## config.mk

```make
export PLATFORM = sky130hd
export DESIGN_NAME = ex_hazard_ctrl
export DESIGN_NICKNAME = d
export VERILOG_FILES = /design/src/rtl/ex_hazard_ctrl_pkg.sv /design/src/rtl/ex_hazard_ctrl_ld_use_detect.sv /design/src/rtl/ex_hazard_ctrl.sv
export SDC_FILE = /design/constraint.sdc
export NUM_CORES = 1
export LEC_CHECK = 0
export CAP_MARGIN = 20
export CORE_ASPECT_RATIO = 1.1
export CORE_MARGIN = 2
export CORE_UTILIZATION = 48
export CTS_BUF_LIST = sky130_fd_sc_hd__clkbuf_8
export CTS_CLUSTER_DIAMETER = 30
export DETAILED_ROUTE_END_ITERATION = 10
export GPL_TIMING_DRIVEN = 0
export PLACE_DENSITY = 0.89
export REMOVE_ABC_BUFFERS = 1
export SLEW_MARGIN = 20
export SYNTH_ARGS = -nofsm -noshare
export SYNTH_HDL_FRONTEND = slang
export SYNTH_SLANG_ARGS = --single-unit
```

## constraint.sdc

```tcl
create_clock -name clk -period 2.3 [get_ports clk]
set_clock_uncertainty 0.2 [all_clocks]
set_input_delay 0.23 -clock clk [delete_from_list [all_inputs] [get_ports clk]]
set_output_delay 0.23 -clock clk [all_outputs]
set_load 0.01 [all_outputs]
```

## src/rtl/ex_hazard_ctrl_pkg.sv

```systemverilog
// ex_hazard_ctrl_pkg
//   Types and constants shared by the EX-stage hazard controller and its
//   load-use comparator.
//   hz_state_t : controller FSM state, 2-bit encoding (IDLE = 0).
//   REG_IDX_W  : width of a register index (16 architectural registers).
package ex_hazard_ctrl_pkg;

   localparam int REG_IDX_W = 4;

   typedef enum logic [1:0] {
      IDLE      = 2'd0,
      CTRL_WAIT = 2'd1,
      RET_WAIT  = 2'd2,
      FLUSH     = 2'd3
   } hz_state_t;

endpackage

```

## src/rtl/ex_hazard_ctrl_ld_use_detect.sv

```systemverilog
// ld_use_detect
//   Purely combinational load-use comparator. Flags the case where the
//   instruction in ID reads the register that the load currently in EX
//   will write. R0 is hard-wired, so it never creates a hazard.
//   Inputs : id_rs1, id_rs2, id_rs1_used, id_rs2_used, ex_mem_to_reg, ex_reg_rd
//   Output : hazard
module ld_use_detect
   import ex_hazard_ctrl_pkg::*;
(
   input  logic [REG_IDX_W-1:0] id_rs1,
   input  logic [REG_IDX_W-1:0] id_rs2,
   input  logic                 id_rs1_used,
   input  logic                 id_rs2_used,
   input  logic                 ex_mem_to_reg,
   input  logic [REG_IDX_W-1:0] ex_reg_rd,
   output logic                 hazard
);

   logic rs1_hit;
   logic rs2_hit;

   assign rs1_hit = id_rs1_used && (id_rs1 == ex_reg_rd);
   assign rs2_hit = id_rs2_used && (id_rs2 == ex_reg_rd);
   assign hazard  = ex_mem_to_reg && (ex_reg_rd != '0) && (rs1_hit || rs2_hit);

endmodule

```

## src/rtl/ex_hazard_ctrl.sv

```systemverilog
// ex_hazard_ctrl
//   EX-stage hazard controller: load-use bubbles, stalls while a branch,
//   call or return resolves its target, and a fixed-length flush of younger
//   instructions after every taken redirect.
//   Parameters : FLUSH_CYCLES (1..7) flush length, RET_MAX_WAIT (1..255)
//                longest wait for the return PC before ret_timeout.
//   Inputs     : clk, rst_n (async, active low), ID source fields, EX
//                load/control flags, pc_update_done, pc_src, ret_wb.
//   Outputs    : stall_if, stall_id, bubble_ex, flush_id, flush_ex,
//                ret_timeout (one-cycle pulse), state_dbg (FSM state).
//   Optional   : define EX_HAZARD_PERF_CNT_EN to add saturating 16-bit
//                stall_cnt (cycles with stall_if high) and flush_cnt
//                (number of FLUSH entries).
//
//   The block has no handshakes: every input is a level sampled each
//   cycle, and every output is a level valid in the cycle it is driven.
module ex_hazard_ctrl
   import ex_hazard_ctrl_pkg::*;
#(
   parameter int FLUSH_CYCLES = 2,
   parameter int RET_MAX_WAIT = 15
) (
   input  logic                 clk,
   input  logic                 rst_n,
   input  logic [REG_IDX_W-1:0] id_rs1,
   input  logic [REG_IDX_W-1:0] id_rs2,
   input  logic                 id_rs1_used,
   input  logic                 id_rs2_used,
   input  logic                 ex_mem_to_reg,
   input  logic [REG_IDX_W-1:0] ex_reg_rd,
   input  logic                 ex_branch,
   input  logic                 ex_call,
   input  logic                 ex_ret_future,
   input  logic                 pc_update_done,
   input  logic                 pc_src,
   input  logic                 ret_wb,
   output logic                 stall_if,
   output logic                 stall_id,
   output logic                 bubble_ex,
   output logic                 flush_id,
   output logic                 flush_ex,
   output logic                 ret_timeout,
   output logic [1:0]           state_dbg
`ifdef EX_HAZARD_PERF_CNT_EN
   ,
   output logic [15:0]          stall_cnt,
   output logic [15:0]          flush_cnt
`endif
);

   localparam logic [2:0] FLUSH_LOAD = 3'(FLUSH_CYCLES);
   // Last RET_WAIT cycle: the counter starts at 0 on entry, so the
   // RET_MAX_WAIT-th cycle in the state sees RET_MAX_WAIT-1.
   localparam logic [7:0] RET_LAST   = 8'(RET_MAX_WAIT - 1);

   hz_state_t  state_q, state_d;
   logic [7:0] wait_cnt_q, wait_cnt_d;
   logic [2:0] flush_left_q, flush_left_d;
   logic       ld_use;
   logic       stall_c, bubble_c, flush_c, timeout_c;

   ld_use_detect u_ld_use_detect (
      .id_rs1        (id_rs1),
      .id_rs2        (id_rs2),
      .id_rs1_used   (id_rs1_used),
      .id_rs2_used   (id_rs2_used),
      .ex_mem_to_reg (ex_mem_to_reg),
      .ex_reg_rd     (ex_reg_rd),
      .hazard        (ld_use)
   );

   always_ff @(posedge clk or negedge rst_n) begin
      if (!rst_n) begin
         state_q      <= IDLE;
         wait_cnt_q   <= '0;
         flush_left_q <= '0;
      end else begin
         state_q      <= state_d;
         wait_cnt_q   <= wait_cnt_d;
         flush_left_q <= flush_left_d;
      end
   end

   always_comb begin
      state_d      = state_q;
      wait_cnt_d   = wait_cnt_q;
      flush_left_d = flush_left_q;
      stall_c      = 1'b0;
      bubble_c     = 1'b0;
      flush_c      = 1'b0;
      timeout_c    = 1'b0;
      case (state_q)
         IDLE: begin
            wait_cnt_d   = '0;
            flush_left_d = '0;
            // Control transfers win over a coincident load-use hazard;
            // the control instruction itself proceeds, younger ones wait.
            if (ex_branch || ex_call) begin
               state_d = CTRL_WAIT;
            end else if (ex_ret_future) begin
               state_d = RET_WAIT;
            end else if (ld_use) begin
               stall_c  = 1'b1;
               bubble_c = 1'b1;
            end
         end
         CTRL_WAIT: begin
            stall_c  = 1'b1;
            bubble_c = 1'b1;
            if (pc_update_done) begin
               if (pc_src) begin
                  state_d      = FLUSH;
                  flush_left_d = FLUSH_LOAD;
               end else begin
                  state_d = IDLE;
               end
            end
         end
         RET_WAIT: begin
            stall_c  = 1'b1;
            bubble_c = 1'b1;
            if (ret_wb) begin
               state_d      = FLUSH;
               flush_left_d = FLUSH_LOAD;
               wait_cnt_d   = '0;
            end else if (wait_cnt_q == RET_LAST) begin
               timeout_c  = 1'b1;
               state_d    = IDLE;
               wait_cnt_d = '0;
            end else begin
               wait_cnt_d = wait_cnt_q + 8'd1;
            end
         end
         FLUSH: begin
            // Incoming control flags belong to squashed instructions.
            flush_c = 1'b1;
            if (flush_left_q <= 3'd1) begin
               state_d      = IDLE;
               flush_left_d = '0;
            end else begin
               flush_left_d = flush_left_q - 3'd1;
            end
         end
         default: state_d = IDLE;
      endcase
   end

   // Gate with rst_n so a live hazard on the inputs cannot leak out
   // while reset is held.
   assign stall_if    = rst_n & stall_c;
   assign stall_id    = rst_n & stall_c;
   assign bubble_ex   = rst_n & bubble_c;
   assign flush_id    = rst_n & flush_c;
   assign flush_ex    = rst_n & flush_c;
   assign ret_timeout = rst_n & timeout_c;
   assign state_dbg   = state_q;

`ifdef EX_HAZARD_PERF_CNT_EN
   logic flush_entry;
   assign flush_entry = (state_q != FLUSH) && (state_d == FLUSH);

   always_ff @(posedge clk or negedge rst_n) begin
      if (!rst_n) begin
         stall_cnt <= '0;
         flush_cnt <= '0;
      end else begin
         if (stall_if && (stall_cnt != 16'hFFFF)) begin
            stall_cnt <= stall_cnt + 16'd1;
         end
         if (flush_entry && (flush_cnt != 16'hFFFF)) begin
            flush_cnt <= flush_cnt + 16'd1;
         end
      end
   end
`endif

endmodule
```

==> results of run 1 <==
[worst min-delay path: cells and delay by family (launching register included)]
| kind | cells | cell delay, ps |
|---|---|---|
| simple gates | 1 | 60 |
| flops | 1 | 370 |
| compound gates | 1 | 60 |
[cells in the mapped netlist]
| library cell | count |
|---|---|
| o21a_1 | 1 |
| a221oi_1 | 1 |
| and2_1 | 1 |
| nand2b_4 | 1 |
| nor3_1 | 2 |
| and3_1 | 1 |
| nor2b_4 | 1 |
| o211a_1 | 1 |
| o2111ai_4 | 1 |
| a2111oi_0 | 1 |
| o21ai_1 | 1 |
| o21ai_0 | 4 |
| o31ai_1 | 1 |
| xor2_1 | 9 |
| nor2_1 | 15 |
| or3_1 | 1 |
| a22o_1 | 1 |
| nand2b_1 | 1 |
| dfrtp_1 | 13 |
| ha_1 | 9 |
| clkbuf_1 | 1 |
| nor4bb_1 | 1 |
| inv_1 | 7 |
| o21ai_4 | 1 |
| and3_2 | 2 |
| nand3_1 | 5 |
| a21o_1 | 1 |
| nand2_1 | 9 |
| mux2_4 | 2 |
| o41ai_1 | 1 |
| buf_4 | 3 |
| o21ba_2 | 1 |
| o2111ai_1 | 2 |
| a21oi_1 | 2 |
| xnor2_1 | 4 |
[layout by cell type, fill, tap and decap left out, types with 2 or more instances in the layout]
cell | Yosys | final
o2111ai_1 | 2 | 2
xnor2_1 | 4 | 4
mux2_4 | 2 | 2
dlymetal6s2s_1 | 0 | 2
buf_6 | 0 | 3
dlygate4sd2_1 | 0 | 9
inv_2 | 0 | 2
nor2_1 | 15 | 15
a21oi_1 | 2 | 2
inv_1 | 7 | 5
ha_1 | 9 | 7
o21ai_0 | 4 | 4
nand3_1 | 5 | 4
buf_4 | 3 | 3
and3_2 | 2 | 2
clkdlybuf4s50_1 | 0 | 15
xor2_1 | 9 | 9
clkbuf_8 | 0 | 3
nand2_1 | 9 | 8
dfrtp_1 | 13 | 12
[metrics by stage]
stage | total power, uW | instance area [um2] | util | worst slack, ps
after floorplan | 786 | 983 | - | 218
after detailed placement | 1030 | 1320 | 0.660 | -648
after CTS | 1320 | 1430 | 0.716 | 5.08
after global routing | 1430 | 1450 | 0.727 | 6.63
final | 1320 | 1450 | 0.727 | 70.6
after global placement | 1000 | 1320 | 0.660 | -565
[repair_timing]
| action | CTS | global route |
|---|---|---|
| setup endpoints to repair | 6 | 4 |
| buffers inserted | 4 | 0 |
| resized for setup | 35 | 6 |
| pin swaps | 7 | 6 |
| endpoints found under the hold margin | 13 | 0 |
| hold buffers | 1 | 0 |
[cell families after synthesis]
logic type      Yosys count  share of synthesized area
compound gates           20                      0.171
xor+xnor                 13                      0.113
buf+inv                  11                     0.0520
fa+ha+maj                 9                      0.112
flops                    13                      0.322
mux                       2                     0.0297
simple gates             40                      0.201
[registers in the layout, indices dropped and copies added (netlist names)]
signal        cells
flush_left_q      3
state_dbg         2
wait_cnt_q        8
[area by class of cell]
class                   instances  area (um2)  area share
repair buffers                 35         335       0.231
well taps                      28        35.0      0.0241
clock buffers                   3        41.3      0.0284
flip-flops and latches         13         327       0.225
inverters                       7        26.3      0.0181
clock inverters                 1        5.00     0.00344
multi-input cells              84         684       0.471
[metal layers]
metal | vias to the layer above | global-route usage | wire length [um]
met4 | 0 | 0.0946 | 19
met2 | 28 | 0.402 | 1340
li1 | 441 | - | -
met1 | 433 | 0.234 | 907
met3 | 2 | 0.0347 | 180
met5 | - | 0 | 0
[worst min path at each step]
stage / start / to / slack (ps) / cells past startpoint
after floorplan: rst_n / flush_left_q[0] / -270 / 0
after global placement: flush_left_q[1] / flush_left_q[1] / 300 / 2
after detailed placement: flush_left_q[1] / flush_left_q[1] / 320 / 2
after CTS: flush_left_q[1] / flush_left_q[1] / 330 / 2
after global routing: flush_left_q[2] / flush_left_q[2] / 380 / 1
final: flush_left_q[1] / flush_left_q[1] / 320 / 2
[power breakdown]
group	internal (uW)	leakage [uW]	switching [uW]	total, uW
Combinational	400	0.000452	377	777
Sequential	283	0.000174	57.7	340
Clock	120	0.0000255	81.2	201
Total	802	0.000652	516	1320
==> impl_metrics.json, run 1 <==
{
  "cts_root_buf": "clkbuf_8",
  "cts.path.max_buffers": 2,
  "core.rowCount": 17,
  "path_class": "primary input to output port",
  "portBuffers": 30,
  "dp_cells": 162,
  "cp-endpoint": "stall_id",
  "ys_top_cells_by_area": "dfrtp_1, ha_1, xor2_1, nor2_1, xnor2_1",
  "crit_path_start_kind": "primary input",
  "cpPeakStageDelay_ps": 370,
  "end_kind": "output port",
  "area_delta_synth_final_pct": 44.0,
  "n_fill_cell": 153,
  "max_slew.worst_pin.slew_ps": 606,
  "cp.depth": 8,
  "via_per_inst": 5.29,
  "gr-total-overflow": 0,
  "synth_area_leader_cell": "dfrtp_1",
  "cp.required_ps": 1870,
  "r2r-start": "wait_cnt_q[0]",
  "antenna_cells": 0,
  "status": "finished clean",
  "fmax_ghz": 0.449,
  "netlist_instances": 108,
  "rsz0062_at_grt": "false",
  "max-vdd-ir-drop_mv": 0.633,
  "crit_family": "compound AO/OA/AOI/OAI gates",
  "layout-drive-gt1-share": 0.210,
  "power_leakage_uw": 0.000652,
  "die_x_um": 47.7,
  "stdcell_count": 171,
  "yosys_warnings": 0,
  "grt_max_degree": 14,
  "worst_r2r_path_depth": 7,
  "cts_buffers": 3,
  "dr.pass1.iters": 4,
  "avgSynthCellArea_um2": 9.35,
  "regToRegEndpoint": "state_dbg[0]",
  "finalSetupViolCount": 0,
  "syn_area_mm2": 0.00101,
  "drc": 0,
  "initial_utilization": 0.505,
  "arrival_ps": 1800,
  "period_share": 0.969,
  "final.setup.tns_ps": 0,
  "reg2reg_slack_ps": 310,
  "crit_path_top_delay_cell": "a2111oi_4",
  "drt-initial-drc-count": 12,
  "wl_per_cell_um": 14.3,
  "dieArea_mm2": 0.00249,
  "drt-total-wl_um": 2450,
  "cp-startpoint": "ex_reg_rd[0]",
  "worst_hold_slack_ps": 322,
  "grt_pass1_wl_um": 3790,
  "synth_cell_types": 35,
  "h-tree-depth": 1,
  "ys_seq_area_frac": 0.322,
  "fin_nets": 176,
  "grt.total_usage": 0.220,
  "fin_crit_ps": 2230,
  "synth_seq_cells": 13,
  "insertion_delay_ps": 240,
  "cp_common_cell": "buf_6",
  "cts_tree": "yes",
  "core_mm2": 0.00200,
  "antenna_left": 0,
  "hold_path.class": "register to register",
  "hold_viol_final": 0,
  "dpl.hpwl_um": 1770,
  "critPathMaxFanout": 3,
  "antenna_found_initial": 0,
  "grt_pass1_vias": 894,
  "relSlewSlack": 0.594,
  "place.gp.congestion": 0.720,
  "cap_violations": 0,
  "crit_chain": "dlygate4sd2_1 -> xor2_1 -> nor3_1 -> nand3_1 -> a2111oi_4 -> o211a_1 -> buf_6 -> buf_6",
  "worst-path-buf-inv": 3,
  "yosysTopAreaCellShare": 0.322,
  "die_h_um": 52.1,
  "num_vias": 904,
  "finalMaxSlewViolations": 0,
  "clkSlewWorstSetupHoldPaths_ps": 60,
  "io-pin-count": 31,
  "cts_sinks": 13,
  "p_per_area_mw_per_mm2": 907
}
Note: power is estimated with default switching activity, not from simulation.
==> run 2: changes to the inputs <==
--- a/config.mk
+++ b/config.mk
@@ -14,7 +14,8 @@
 export DETAILED_ROUTE_END_ITERATION = 10
 export GPL_TIMING_DRIVEN = 0
 export PLACE_DENSITY = 0.89
-export REMOVE_ABC_BUFFERS = 1
+export SETUP_SLACK_MARGIN = 0.3
+export SKIP_LAST_GASP = 1
 export SLEW_MARGIN = 20
 export SYNTH_ARGS = -nofsm -noshare
 export SYNTH_HDL_FRONTEND = slang
==> run 2 against run 1 <==
Non-clock buffer count is 14 higher; power rose by 18%; first-iteration DRC count shrank 67%; sequential cell count unchanged; design area up 9.7%; via count rose by 4.9%; core utilization increased by 7.1 points; critical path depth increased by 1; largest cell class unchanged; largest power group unchanged.
==> impl_metrics.json, run 2 (synthesis results as in run 1) <==
{
  "rsz0062_at_grt": "true",
  "cts_buffers": 3,
  "die_h_um": 52.1,
  "crit_path_top_delay_cell": "dfrtp_2",
  "dpl.hpwl_um": 1760,
  "layout_common_cells": "nor2_1, buf_4, dfrtp_1, clkdlybuf4s50_1",
  "status": "finished clean",
  "path_class": "register to output port",
  "crit_chain": "inv_2 -> ha_4 -> buf_8 -> nand2_4 -> a2111oi_4 -> o211a_1 -> buf_6 -> buf_6 -> buf_6",
  "worst_hold_slack_ps": 319,
  "cpPeakStageDelay_ps": 430,
  "insertion_delay_ps": 240,
  "io-pin-count": 31,
  "layout-drive-gt1-share": 0.357,
  "cap_violations": 0,
  "hold_viol_final": 0,
  "cts_tree": "yes",
  "cp_common_cell": "buf_6",
  "cts_sinks": 13,
  "place_area_mm2": 0.00137,
  "worst-path-buf-inv": 5,
  "wl_per_cell_um": 14.1,
  "power_leakage_uw": 0.000721,
  "critPathMaxFanout": 3,
  "dr.pass1.iters": 3,
  "fmax_ghz": 0.458,
  "grt.total_usage": 0.240,
  "drt-initial-drc-count": 4,
  "clkSlewWorstSetupHoldPaths_ps": 50,
  "die_x_um": 47.7,
  "largest_register": "wait_cnt_q",
  "crit_family": "buffers and inverters",
  "num_vias": 948,
  "max-vdd-ir-drop_mv": 0.699,
  "antenna_left": 0,
  "hold_path.class": "register to register",
  "syn-num-nets": 140,
  "period_share": 0.948,
  "h-tree-depth": 1,
  "area.sequential_um2": 328,
  "antenna_cells": 0,
  "via_per_inst": 5.12,
  "drt-total-wl_um": 2620,
  "initial_utilization": 0.505,
  "place.gp.congestion": 0.773,
  "crit_path_start_kind": "register",
  "cp.required_ps": 1870,
  "grt_pass1_vias": 956,
  "finalSetupViolCount": 0,
  "antenna_found_initial": 0,
  "max_slew.worst_pin.slew_ps": 578,
  "dieArea_mm2": 0.00249,
  "gr-total-overflow": 0,
  "portBuffers": 30,
  "largest_register_ffs": 8,
  "multi_input_area_um2": 732,
  "drc": 0,
  "grt_max_degree": 14,
  "arrival_ps": 1750,
  "fin_area_mm2": 0.00160,
  "core_mm2": 0.00200,
  "finalMaxSlewViolations": 0,
  "core.rowCount": 17,
  "cts.path.max_buffers": 2,
  "finalWorstSetupSlack_ps": 118,
  "grt_pass1_wl_um": 4070,
  "cts_root_buf": "clkbuf_8",
  "dp_slack_ps": -695,
  "n_fill_cell": 132,
  "end_kind": "output port",
  "area_delta_synth_final_pct": 58.0,
  "relSlewSlack": 0.614,
  "fin_nets": 190,
  "p_per_area_mw_per_mm2": 972,
  "fin_crit_ps": 2180
}
## run 2: final timing paths
kind                                 startpoint         endpoint  slack [ps]  depth (start not counted)
worst min register to register  flush_left_q[1]  flush_left_q[1]         320                          2
worst max-delay path               state_dbg[1]         stall_id         120                          9
max in group asynchronous                 rst_n     state_dbg[1]         910                          2
worst min-delay path            flush_left_q[1]  flush_left_q[1]         320                          2
worst max register to register    wait_cnt_q[0]     state_dbg[0]         320                          8
min in group asynchronous                 rst_n    wait_cnt_q[1]         580                          2
## run 2: tightest hold or removal path, delay by kind of cell, from the launching register on
kind	cells	cell delay, ps
flops	1	370
simple gates	1	60
compound gates	1	60
## run 2: area by class of cell
type | count | share of cell area
multi-input combinational | 84 | 0.459
clock buffer | 3 | 0.0259
tap | 28 | 0.0220
clock inverter | 1 | 0.00235
inverter | 7 | 0.0180
buffer | 4 | 0.0282
timing repair buffer | 45 | 0.239
sequential | 13 | 0.205
## run 2: repair_timing
| item | 4_1_cts | 5_1_grt |
|---|---|---|
| gates resized for setup | 60 | 13 |
| hold endpoints to repair | 13 | 0 |
| setup endpoints to repair | 8 | 8 |
| pin swaps | 13 | 5 |
| setup buffers | 12 | 2 |
| hold buffers | 1 | 0 |
## run 2: per-stage QoR
stage | cells | util | total power, uW | setup TNS [ps]
floorplan | 108 | - | 863 | 0
global placement | 166 | 0.687 | 1090 | -2140
detailed placement | 166 | 0.687 | 1110 | -2360
CTS | 183 | 0.774 | 1490 | 0
global route | 185 | 0.798 | 1670 | 0
finish | 185 | 0.798 | 1550 | 0
## run 2: power by group
| part | leakage [uW] | switching, uW | internal (uW) |
|---|---|---|---|
| clock network | 0.0000269 | 77.8 | 118 |
| logic | 0.000521 | 449 | 567 |
| registers | 0.000173 | 55.7 | 284 |
## run 2: layer usage
layer | wire [um] | track usage | vias up
met5 | 0 | 0 | -
met4 | 85 | 0.135 | 0
met3 | 222 | 0.0660 | 9
met2 | 1330 | 0.427 | 33
met1 | 982 | 0.235 | 439
li1 | - | - | 467
